$ cat src/rtl/spi_pkg.sv
// Shared definitions for the SPI controller register interface: control-word
// bit positions, register selector values and the sequencer state encoding.
package spi_pkg;

    localparam int SEND_BIT = 0;
    localparam int ALL1_BIT = 1;
    localparam int ALL0_BIT = 2;
    localparam int NTX_LSB  = 4;
    localparam int NRX_LSB  = 16;

    localparam logic REG_CTRL = 1'b0;
    localparam logic REG_DATA = 1'b1;

    typedef enum logic [2:0] {
        ST_IDLE    = 3'd0,
        ST_WR_DATA = 3'd1,
        ST_WR_CTRL = 3'd2,
        ST_POLL    = 3'd3,
        ST_RD_DATA = 3'd4,
        ST_FIN     = 3'd5,
        ST_ERR     = 3'd6
    } estado_t;

    // Control word that launches a transfer of n_tx bytes out and n_rx bytes back.
    function automatic logic [31:0] ctrl_word(input int n_tx, input int n_rx);
        logic [31:0] w;
        w                 = '0;
        w[SEND_BIT]       = 1'b1;
        w[ALL1_BIT]       = 1'b0;
        w[ALL0_BIT]       = 1'b0;
        w[NTX_LSB +: 9]   = 9'(n_tx - 1);
        w[NRX_LSB +: 10]  = 10'(n_rx - 1);
        return w;
    endfunction

endpackage

$ cat src/rtl/sincronizador_flanco.sv
// Two-flop synchronizer for an asynchronous pushbutton followed by a
// rising-edge detector; flanco_o is a single-cycle pulse per press.
module sincronizador_flanco (
    input  logic clk_i,
    input  logic reset_i,
    input  logic boton_i,
    output logic flanco_o
);

    logic meta_q, meta_d;
    logic sync_q, sync_d;
    logic prev_q, prev_d;

    always_comb begin
        meta_d = boton_i;
        sync_d = meta_q;
        prev_d = sync_q;
    end

    always_ff @(posedge clk_i or posedge reset_i) begin
        if (reset_i) begin
            meta_q <= 1'b0;
            sync_q <= 1'b0;
            prev_q <= 1'b0;
        end else begin
            meta_q <= meta_d;
            sync_q <= sync_d;
            prev_q <= prev_d;
        end
    end

    assign flanco_o = sync_q & ~prev_q;

endmodule

$ cat src/rtl/secuenciador_spi.sv
// Start-button driven sequencer for the SPI controller: writes the payload and
// control word, polls for completion, then streams the received bytes out.
module secuenciador_spi
    import spi_pkg::*;
#(
    parameter int N_TX    = 1,
    parameter int N_RX    = 1,
    parameter int TIMEOUT = 2_000_000
) (
    input  logic        clk_i,
    input  logic        reset_i,
    input  logic        inicio_i,
    input  logic [7:0]  dato_tx_i,
    input  logic [31:0] salida_i,
    output logic        wr_o,
    output logic        reg_sel_o,
    output logic [31:0] entrada_o,
    output logic [31:0] addr_o,
    output logic        ocupado_o,
    output logic        rx_valid_o,
    output logic [7:0]  dato_rx_o,
    output logic        listo_o,
    output logic        error_o
);

    localparam int               CNT_W     = ($clog2(TIMEOUT + 1) > 2) ? $clog2(TIMEOUT + 1) : 2;
    localparam logic [CNT_W-1:0] CNT_FIN   = CNT_W'(TIMEOUT - 1);
    localparam logic [CNT_W-1:0] CNT_LAT   = CNT_W'(2);
    localparam logic [4:0]       TX_LAST   = 5'(N_TX - 1);
    localparam logic [4:0]       RX_END    = 5'(N_RX);
    localparam logic [31:0]      CTRL_WORD = ctrl_word(N_TX, N_RX);

    estado_t          estado_q, estado_d;
    logic [4:0]       idx_q, idx_d;
    logic [CNT_W-1:0] cnt_q, cnt_d;
    logic             pend_q, pend_d;
    logic [7:0]       dato_q, dato_d;
    logic             error_q, error_d;
    logic             flanco;
    logic             salida_unused;

    assign salida_unused = ^salida_i[31:8];

    sincronizador_flanco u_sinc (
        .clk_i    (clk_i),
        .reset_i  (reset_i),
        .boton_i  (inicio_i),
        .flanco_o (flanco)
    );

    always_comb begin
        estado_d = estado_q;
        idx_d    = idx_q;
        cnt_d    = cnt_q;
        error_d  = error_q;
        pend_d   = 1'b0;
        dato_d   = pend_q ? salida_i[7:0] : dato_q;
        case (estado_q)
            ST_IDLE: begin
                // Edges arriving outside IDLE are simply lost, never queued.
                if (flanco) begin
                    estado_d = ST_WR_DATA;
                    idx_d    = '0;
                    error_d  = 1'b0;
                end
            end
            ST_WR_DATA: begin
                if (idx_q == TX_LAST) begin
                    estado_d = ST_WR_CTRL;
                    idx_d    = '0;
                end else begin
                    idx_d = idx_q + 5'd1;
                end
            end
            ST_WR_CTRL: begin
                estado_d = ST_POLL;
                cnt_d    = '0;
            end
            ST_POLL: begin
                // Completion is checked before the timeout so a late clear still succeeds.
                if (cnt_q >= CNT_LAT && !salida_i[SEND_BIT]) begin
                    estado_d = ST_RD_DATA;
                    idx_d    = '0;
                end else if (cnt_q == CNT_FIN) begin
                    estado_d = ST_ERR;
                end else begin
                    cnt_d = cnt_q + CNT_W'(1);
                end
            end
            ST_RD_DATA: begin
                // idx == N_RX is the drain cycle in which the last byte is captured.
                pend_d = (idx_q != RX_END);
                if (idx_q == RX_END) begin
                    estado_d = ST_FIN;
                end else begin
                    idx_d = idx_q + 5'd1;
                end
            end
            ST_FIN: begin
                estado_d = ST_IDLE;
            end
            ST_ERR: begin
                error_d  = 1'b1;
                estado_d = ST_IDLE;
            end
            default: begin
                estado_d = ST_IDLE;
            end
        endcase
    end

    always_ff @(posedge clk_i or posedge reset_i) begin
        if (reset_i) begin
            estado_q <= ST_IDLE;
            idx_q    <= '0;
            cnt_q    <= '0;
            pend_q   <= 1'b0;
            dato_q   <= '0;
            error_q  <= 1'b0;
        end else begin
            estado_q <= estado_d;
            idx_q    <= idx_d;
            cnt_q    <= cnt_d;
            pend_q   <= pend_d;
            dato_q   <= dato_d;
            error_q  <= error_d;
        end
    end

    always_comb begin
        wr_o      = 1'b0;
        reg_sel_o = REG_CTRL;
        entrada_o = '0;
        addr_o    = '0;
        case (estado_q)
            ST_WR_DATA: begin
                wr_o      = 1'b1;
                reg_sel_o = REG_DATA;
                addr_o    = {28'b0, idx_q[3:0]};
                entrada_o = {24'b0, dato_tx_i + 8'(idx_q)};
            end
            ST_WR_CTRL: begin
                wr_o      = 1'b1;
                entrada_o = CTRL_WORD;
            end
            ST_RD_DATA: begin
                reg_sel_o = REG_DATA;
                if (idx_q != RX_END) begin
                    addr_o = {28'b0, idx_q[3:0]};
                end
            end
            default: begin
                wr_o = 1'b0;
            end
        endcase
    end

    // The byte is shown straight from the read port during its pulse, then held.
    assign rx_valid_o = pend_q;
    assign dato_rx_o  = pend_q ? salida_i[7:0] : dato_q;
    assign ocupado_o  = (estado_q != ST_IDLE);
    assign listo_o    = (estado_q == ST_FIN);
    assign error_o    = error_q;

endmodule

$ cat config.mk
export PLATFORM = sky130hd
export DESIGN_NAME = secuenciador_spi
export DESIGN_NICKNAME = d
export VERILOG_FILES = /design/src/rtl/spi_pkg.sv /design/src/rtl/sincronizador_flanco.sv /design/src/rtl/secuenciador_spi.sv
export SDC_FILE = /design/constraint.sdc
export NUM_CORES = 1
export LEC_CHECK = 0
export ABC_AREA = 1
export BUFFER_PORTS_ARGS = -buffer_cell sky130_fd_sc_hd__clkbuf_2
export CORE_MARGIN = 2
export CORE_UTILIZATION = 48
export DETAILED_ROUTE_END_ITERATION = 6
export HOLD_SLACK_MARGIN = 0.03
export PLACE_DENSITY = 0.78
export REMOVE_ABC_BUFFERS = 1
export SLEW_MARGIN = 10
export SYNTH_ARGS = -nofsm -noshare
export SYNTH_HDL_FRONTEND = slang
export SYNTH_SLANG_ARGS = --single-unit
$ cat constraint.sdc
create_clock -name clk_i -period 4.03 [get_ports clk_i]
set_clock_uncertainty 0.05 [all_clocks]
set_input_delay 1.209 -clock clk_i [delete_from_list [all_inputs] [get_ports clk_i]]
set_output_delay 1.209 -clock clk_i [all_outputs]
set_load 0.02 [all_outputs]
==> metrics.txt, run 1 <==
crit path cell chain=clkbuf_2 -> ha_2 -> inv_1 -> fa_2 -> inv_2 -> nand3_1 -> nand2_2 -> nand2_1 -> a21boi_2 -> o21ai_0 -> a21oi_1 -> buf_4; CTS Buf Count=5; htree depth=2; DP Wirelength=between 4000 and 5000 um; Layout area overhead=6.06%; Logic pwr share=between 50% and 60%; CP Max Fanout=3; Bufs and invs on worst path=4; # IOs=121; Slowest Stage Delay on Critical Path=0.33 ns; PortBufs=44; Internal Power=0.852 mW; Sink Count=42; Avg Inst Size Synth=just over 7 um^2; Synth Cell Area=3220 um^2; Cell Rows=29; initial antenna violation count=0; Worst Reg2Reg Path Length in Cells=8; fin. max-slew vios=0; delay-heaviest family, CP=adder cells; Arrival @ worst endpoint=2.65 ns; maximum VDD drop=0.000278 V; commonest non-fill, non-tap cells in the layout=110 x nand2_1, 61 x nor2_1, 52 x conb_1, 43 x clkbuf_2, 42 x dfrtp_1; DRC viols=0; # diodes=0; sequential element share of the synthesized area=32.6%; DR WL/cell=11.4 um; Max Cap Viol=0; post-synthesis cell count=443; Hold WC Path Type=reg -> reg; register area=1050 um^2; Yosys warnings=0; RSZ-0062 raised after global routing=no; Yosys reg bits=between 40 and 50; gr usage total=17.3%; drt total wl=6480 um; layout cells sized above 1=16.5%; power share of the clock group=16.7%; Fin Hold WS=about 0.3 ns; hold_buf cts=0; DIE HEIGHT=85.9 um; Final Hold Fails=0; final core utilization=53.2%; WHS Endpoint=u_sinc.prev_d$_DFF_PP0_; Req. time, crit path=~2.8 ns; final setup TNS=0 ns; Initial Util=between 50 and 60%; sequential share of power=33.1%; crit end category=primary output; crit path time final=3.91 ns; Reg2Reg Setup Slack=1.88 ns; fillers=620; Skew-Pair Late Insertion Delay=around 0.3 ns; clock slew at reported path FFs=0.08 ns; Total Power=1.66 mW; CTS tree=done; outcome=finished, final reports clean; Static Leak=1.70 nW; HP Start=u_sinc.meta_q$_DFF_PP0_; largest net degree at the start of global routing=26; DRT iter0 DRCs=149; clk buf depth=2; FF-to-FF End=cnt_q[1]$_DFFE_PP0P_; first-pass GRT wire length=10500 um; Power Dens Cells=485 nW/um^2; Core Area=6420 um^2; GRT overflow=0; post-route ant nets=0; Slew @ Worst Pin=around 0.96 ns; Startpoint Class=input port; sw frac=48.7%; GPL Wtd Cong=about 0.9; Die X=85.9 um; # nets final=543; Setup Crit Path Kind=in -> out; slew margin rel.=a little over a third; commonest non-fill, non-tap cell in the layout=nand2_1; part of the cycle the worst path needs=97.0%; Multi-input gate area=around 1800 um^2; CP max-delay cell=fa_2; source of the worst register-to-register timing path=cnt_q[0]$_DFFE_PP0P_; Peak Freq=between 200 and 300 MHz; total die area=about 7400 um^2; Vias=about 2800; NetSw=between 0.8 and 0.9 mW; drt pass-1 iters=4; Yosys cell types=33; hold depth=0; vias in the first global route=2444; Final setup viols=0; CTS root buf=clkbuf_8; DR vias/cell=4.92
cell usage after synthesis, drive strengths merged:
cell	instances	share of area (%)
o21ai	22	3.8
nand4	6	1.2
ha	10	3.9
dfrtp	42	33
clkbuf	2	0.23
o21a	2	0.47
fa	1	0.62
nor3b	1	0.23
a22o	1	0.27
conb	1	0.12
or2	1	0.19
nand2	114	13
inv	33	3.8
buf	59	14
xor2	12	3.3
nor3	8	1.6
a21o	5	1.2
a21boi	1	0.23
nor2	62	7.3
nand3	34	5.7
a21oi	14	2.2
mux2	7	2.4
xnor2	4	1.1
nand3b	1	0.23
repair_timing:
item,CTS,global route
gates resized for setup,2,7
endpoints found under the setup margin,1,2
buffers inserted,0,2
pin swaps,0,2
sequential cells by signal (all words and copies together), names as in the netlist:
signal         count
error_o            1
estado_q           3
idx_q              5
rx_valid_o         1
u_sinc.prev_q      1
cnt_q             21
u_sinc.prev_d      1
u_sinc.meta_q      1
dato_q             8
cell families after synthesis:
kind of cell | count (synthesis) | synth area share, %
compound gates | 45 | 8.07
xor+xnor | 16 | 4.35
fa+ha+maj | 11 | 4.50
buf+inv | 94 | 18.0
flops | 42 | 32.6
mux | 7 | 2.45
other cells | 1 | 0.116
simple gates | 227 | 29.9
worst max path at each step:
| stage | start | to | slack (ns) | depth (start not counted) |
|---|---|---|---|---|
| final | dato_tx_i[0] | entrada_o[6] | 0.12 | 12 |
| after floorplan | dato_tx_i[0] | entrada_o[6] | 0.10 | 10 |
| after global placement | dato_tx_i[0] | entrada_o[6] | 0.04 | 12 |
| after CTS | dato_tx_i[0] | entrada_o[6] | 0.02 | 12 |
| after detailed placement | dato_tx_i[0] | entrada_o[6] | -0.03 | 12 |
| after global routing | dato_tx_i[0] | entrada_o[6] | 0.008 | 12 |
per-layer routing:
| metal | global-route usage (%) | part of all wire (%) | vias to the layer above |
|---|---|---|---|
| met2 | 29.3 | 47 | 99 |
| li1 | - | - | 1405 |
| met4 | 3.90 | 0.56 | 0 |
| met1 | 23.0 | 45 | 1279 |
| met3 | 3.08 | 6.6 | 4 |
| met5 | 0 | 0 | - |
power by group through the flow:
stage / sequential, mW / clock (mW) / combinational (mW)
5_1_grt: 0.558 / 0.297 / 0.920
2_1_floorplan: 0.552 / 0 / 0.591
3_3_place_gp: 0.553 / 0 / 0.811
6_report: 0.549 / 0.277 / 0.833
4_1_cts: 0.549 / 0.283 / 0.835
3_5_place_dp: 0.559 / 0 / 0.831
layout make-up:
class                      instances  area share, %
multi-input combinational        358           52.6
sequential                        42           30.7
tap                               77           2.82
clock buffer                       5           2.01
inverter                          33           3.62
clock inverter                     3          0.622
timing repair buffer              49           7.61
stage by stage:
step,instances,worst slack (ns),cell area (um^2)
2_1_floorplan,433,0.104,2960
3_3_place_gp,557,0.0448,3300
3_5_place_dp,557,-0.0323,3300
4_1_cts,565,0.0243,3390
5_1_grt,567,0.00755,3420
6_report,567,0.122,3420
Power figures use the tool's default switching activity.
==> inputs of run 2 (changes only) <==
--- a/config.mk
+++ b/config.mk
@@ -8,10 +8,10 @@
 export ABC_AREA = 1
 export BUFFER_PORTS_ARGS = -buffer_cell sky130_fd_sc_hd__clkbuf_2
 export CORE_MARGIN = 2
-export CORE_UTILIZATION = 48
+export CORE_UTILIZATION = 40
 export DETAILED_ROUTE_END_ITERATION = 6
 export HOLD_SLACK_MARGIN = 0.03
-export PLACE_DENSITY = 0.78
+export PLACE_DENSITY = 0.67
 export REMOVE_ABC_BUFFERS = 1
 export SLEW_MARGIN = 10
 export SYNTH_ARGS = -nofsm -noshare
==> run 2 against run 1 <==
Net effect: worst setup slack about the same; count of clock-buffer cells in the layout is 1 higher; sequential power about the same; clock power about the same; routed wire length up 5.1%; sequential share of layout area is 0.11 points lower; first-iteration DRC count down 42%; combinational power about the same; flip-flop and latch count did not move; total power hardly changed; worst hold slack gained 0.012 ns; cell count rose by 4.2%; critical path type unchanged; largest power group unchanged.
==> metrics.txt, run 2 (synthesized netlist as in run 1, its figures left out) <==
commonest non-fill, non-tap cells in the layout=112 x nand2_1, 61 x nor2_1, 52 x conb_1, 43 x clkbuf_2, 42 x dfrtp_1 (was 110 x nand2_1, 61 x nor2_1, 52 x conb_1, 43 x clkbuf_2, 42 x dfrtp_1); maximum VDD drop=0.000281 V (was 0.000278 V); CP Max Fanout=2 (was 3); Initial Util=41.5% (was 50.2%); Internal Power=0.852 mW (about the same); # diodes=0 (unchanged); hold depth=0 (unchanged); GPL Wtd Cong=0.879 (was 0.919); CTS Buf Count=5 (unchanged); Post-CTS Setup Bufs=0 (unchanged); Logic pwr share=50.3% (was 50.2%); Max Cap Viol=0 (unchanged); DR WL/cell=11.5 um (was 11.4 um); layout cells sized above 1=15.3% (was 16.5%); PortBufs=44 (unchanged); DP Wirelength=5240 um (was 4970 um); Reg2Reg Setup Slack=1.84 ns (was 1.88 ns); Top reg by flops=cnt_q (unchanged); Peak Freq=256 MHz (about the same); Arrival @ worst endpoint=2.65 ns (about the same); hold_buf cts=0 (unchanged); DR vias/cell=4.59 (was 4.92); FF-to-FF End=cnt_q[6]$_DFFE_PP0P_ (was cnt_q[1]$_DFFE_PP0P_); final core utilization=44.2% (was 53.2%); Global Route met1 Usage=20.9% (was 23.0%); # IOs=121 (unchanged); Core Area=7770 um^2 (was 6420 um^2); first-pass GRT wire length=11600 um (was 10500 um); part of the cycle the worst path needs=97.0% (about the same); final cell count without fillers=591 (was 567); Power Dens Cells=484 nW/um^2 (was 485 nW/um^2); delay-heaviest family, CP=adder cells (unchanged); Final setup viols=0 (unchanged); post-route ant nets=0 (unchanged); Die X=93.8 um (was 85.9 um); clock slew at reported path FFs=0.08 ns (about the same); Setup Crit Path Kind=in -> out (unchanged); GR Util met3=2.73% (was 3.08%); source of the worst register-to-register timing path=cnt_q[0]$_DFFE_PP0P_ (unchanged); CP max-delay cell=fa_1 (was fa_2); max reg flops=21 (unchanged); Multi-input gate area=1790 um^2 (was 1800 um^2); Static Leak=1.70 nW (about the same); register area=1050 um^2 (unchanged); drt total wl=6820 um (was 6480 um); Sink Count=42 (unchanged); HP Start=u_sinc.meta_q$_DFF_PP0_ (unchanged); commonest non-fill, non-tap cell in the layout=nand2_1 (unchanged); Startpoint Class=input port (unchanged); DRC viols=0 (unchanged); top flop regs=cnt_q: 21 flops, dato_q: 8 flops, idx_q: 5 flops (unchanged); outcome=finished, final reports clean (unchanged); crit path time final=3.91 ns (about the same); Final Hold Fails=0 (unchanged); WHS Endpoint=u_sinc.prev_d$_DFF_PP0_ (unchanged); crit path cell chain=clkbuf_2 -> ha_2 -> inv_1 -> fa_1 -> inv_1 -> nand3_1 -> nand2_1 -> nand2_1 -> a21boi_2 -> o21ai_0 -> a21oi_1 -> buf_4 (was clkbuf_2 -> ha_2 -> inv_1 -> fa_2 -> inv_2 -> nand3_1 -> nand2_2 -> nand2_1 -> a21boi_2 -> o21ai_0 -> a21oi_1 -> buf_4); CTS tree=done (unchanged); sw frac=48.7% (about the same); gr usage total=16.3% (was 17.3%); Slowest Stage Delay on Critical Path=0.36 ns (was 0.33 ns); slew margin rel.=60.9% (was 35.9%); NetSw=0.808 mW (was 0.807 mW); Cell Rows=32 (was 29); # nets final=542 (was 543); crit end category=primary output (unchanged); Placed Cells=583 (was 557); power share of the clock group=16.6% (was 16.7%); drt pass-1 iters=4 (unchanged); grt peak-use layer=met2 (unchanged); DIE HEIGHT=93.8 um (was 85.9 um); M2 GR Usage=27.9% (was 29.3%); clk buf depth=2 (unchanged); Hold WC Path Type=reg -> reg (unchanged); fin. max-slew vios=0 (unchanged); vias in the first global route=2591 (was 2444); Layout area overhead=6.44% (was 6.06%); largest net degree at the start of global routing=43 (was 26); fillers=822 (was 620); Skew-Pair Late Insertion Delay=0.30 ns (about the same); Worst Reg2Reg Path Length in Cells=8 (unchanged); Slew @ Worst Pin=0.584 ns (was 0.960 ns); GRT overflow=0 (unchanged); Bufs and invs on worst path=4 (unchanged); total die area=8790 um^2 (was 7390 um^2); initial antenna violation count=0 (unchanged); htree depth=2 (unchanged); Req. time, crit path=2.77 ns (about the same); CTS root buf=clkbuf_8 (unchanged); Vias=2712 (was 2787); DRT iter0 DRCs=86 (was 149); sequential share of power=33.1% (about the same)
[run 2: area by class of cell]
| class | count | area share [%] |
|---|---|---|
| Clock buffer | 6 | 2.12 |
| Clock inverter | 2 | 0.401 |
| Inverter | 33 | 3.61 |
| Multi-Input combinational cell | 358 | 52.2 |
| Sequential cell | 42 | 30.6 |
| Tap cell | 102 | 3.72 |
| Timing Repair Buffer | 48 | 7.37 |
[run 2: what timing repair did]
item,CTS,global route
setup endpoints to repair,0,1
hold endpoints to repair,0,0
gates resized for setup,0,5
[run 2: worst max path at each step]
stage | from | end | slack [ns] | depth (start not counted)
final | dato_tx_i[0] | entrada_o[6] | 0.12 | 12
after global routing | dato_tx_i[0] | entrada_o[6] | -0.009 | 12
after CTS | dato_tx_i[0] | entrada_o[6] | 0.009 | 12
after detailed placement | dato_tx_i[0] | entrada_o[6] | 0.02 | 12
after global placement | dato_tx_i[0] | entrada_o[6] | 0.04 | 12
after floorplan | dato_tx_i[0] | entrada_o[6] | 0.10 | 10
[run 2: per-stage QoR]
step                setup TNS (ns)  hold WS [ns]  total power, mW  cell area, um^2  worst slack, ns
finish                           0         0.312             1.66             3430            0.123
global route              -0.00854         0.335             1.80             3430         -0.00854
CTS                              0         0.314             1.68             3420          0.00936
detailed placement               0         0.295             1.40             3340           0.0247
global placement                 0         0.285             1.38             3340           0.0374
floorplan                        0         0.281             1.14             2960            0.104
[run 2: power groups by stage]
| stage | clock network (mW) | registers (mW) | logic [mW] |
|---|---|---|---|
| after global routing | 0.304 | 0.560 | 0.940 |
| after floorplan | 0 | 0.552 | 0.591 |
| after global placement | 0 | 0.553 | 0.825 |
| after CTS | 0.286 | 0.550 | 0.842 |
| after detailed placement | 0 | 0.558 | 0.841 |
| final | 0.276 | 0.549 | 0.835 |
[run 2: routing by layer]
| metal | vias up | routed length, um |
|---|---|---|
| met5 | - | 0 |
| li1 | 1396 | - |
| met2 | 67 | 3330 |
| met3 | 7 | 301 |
| met1 | 1242 | 3100 |
| met4 | 0 | 85 |
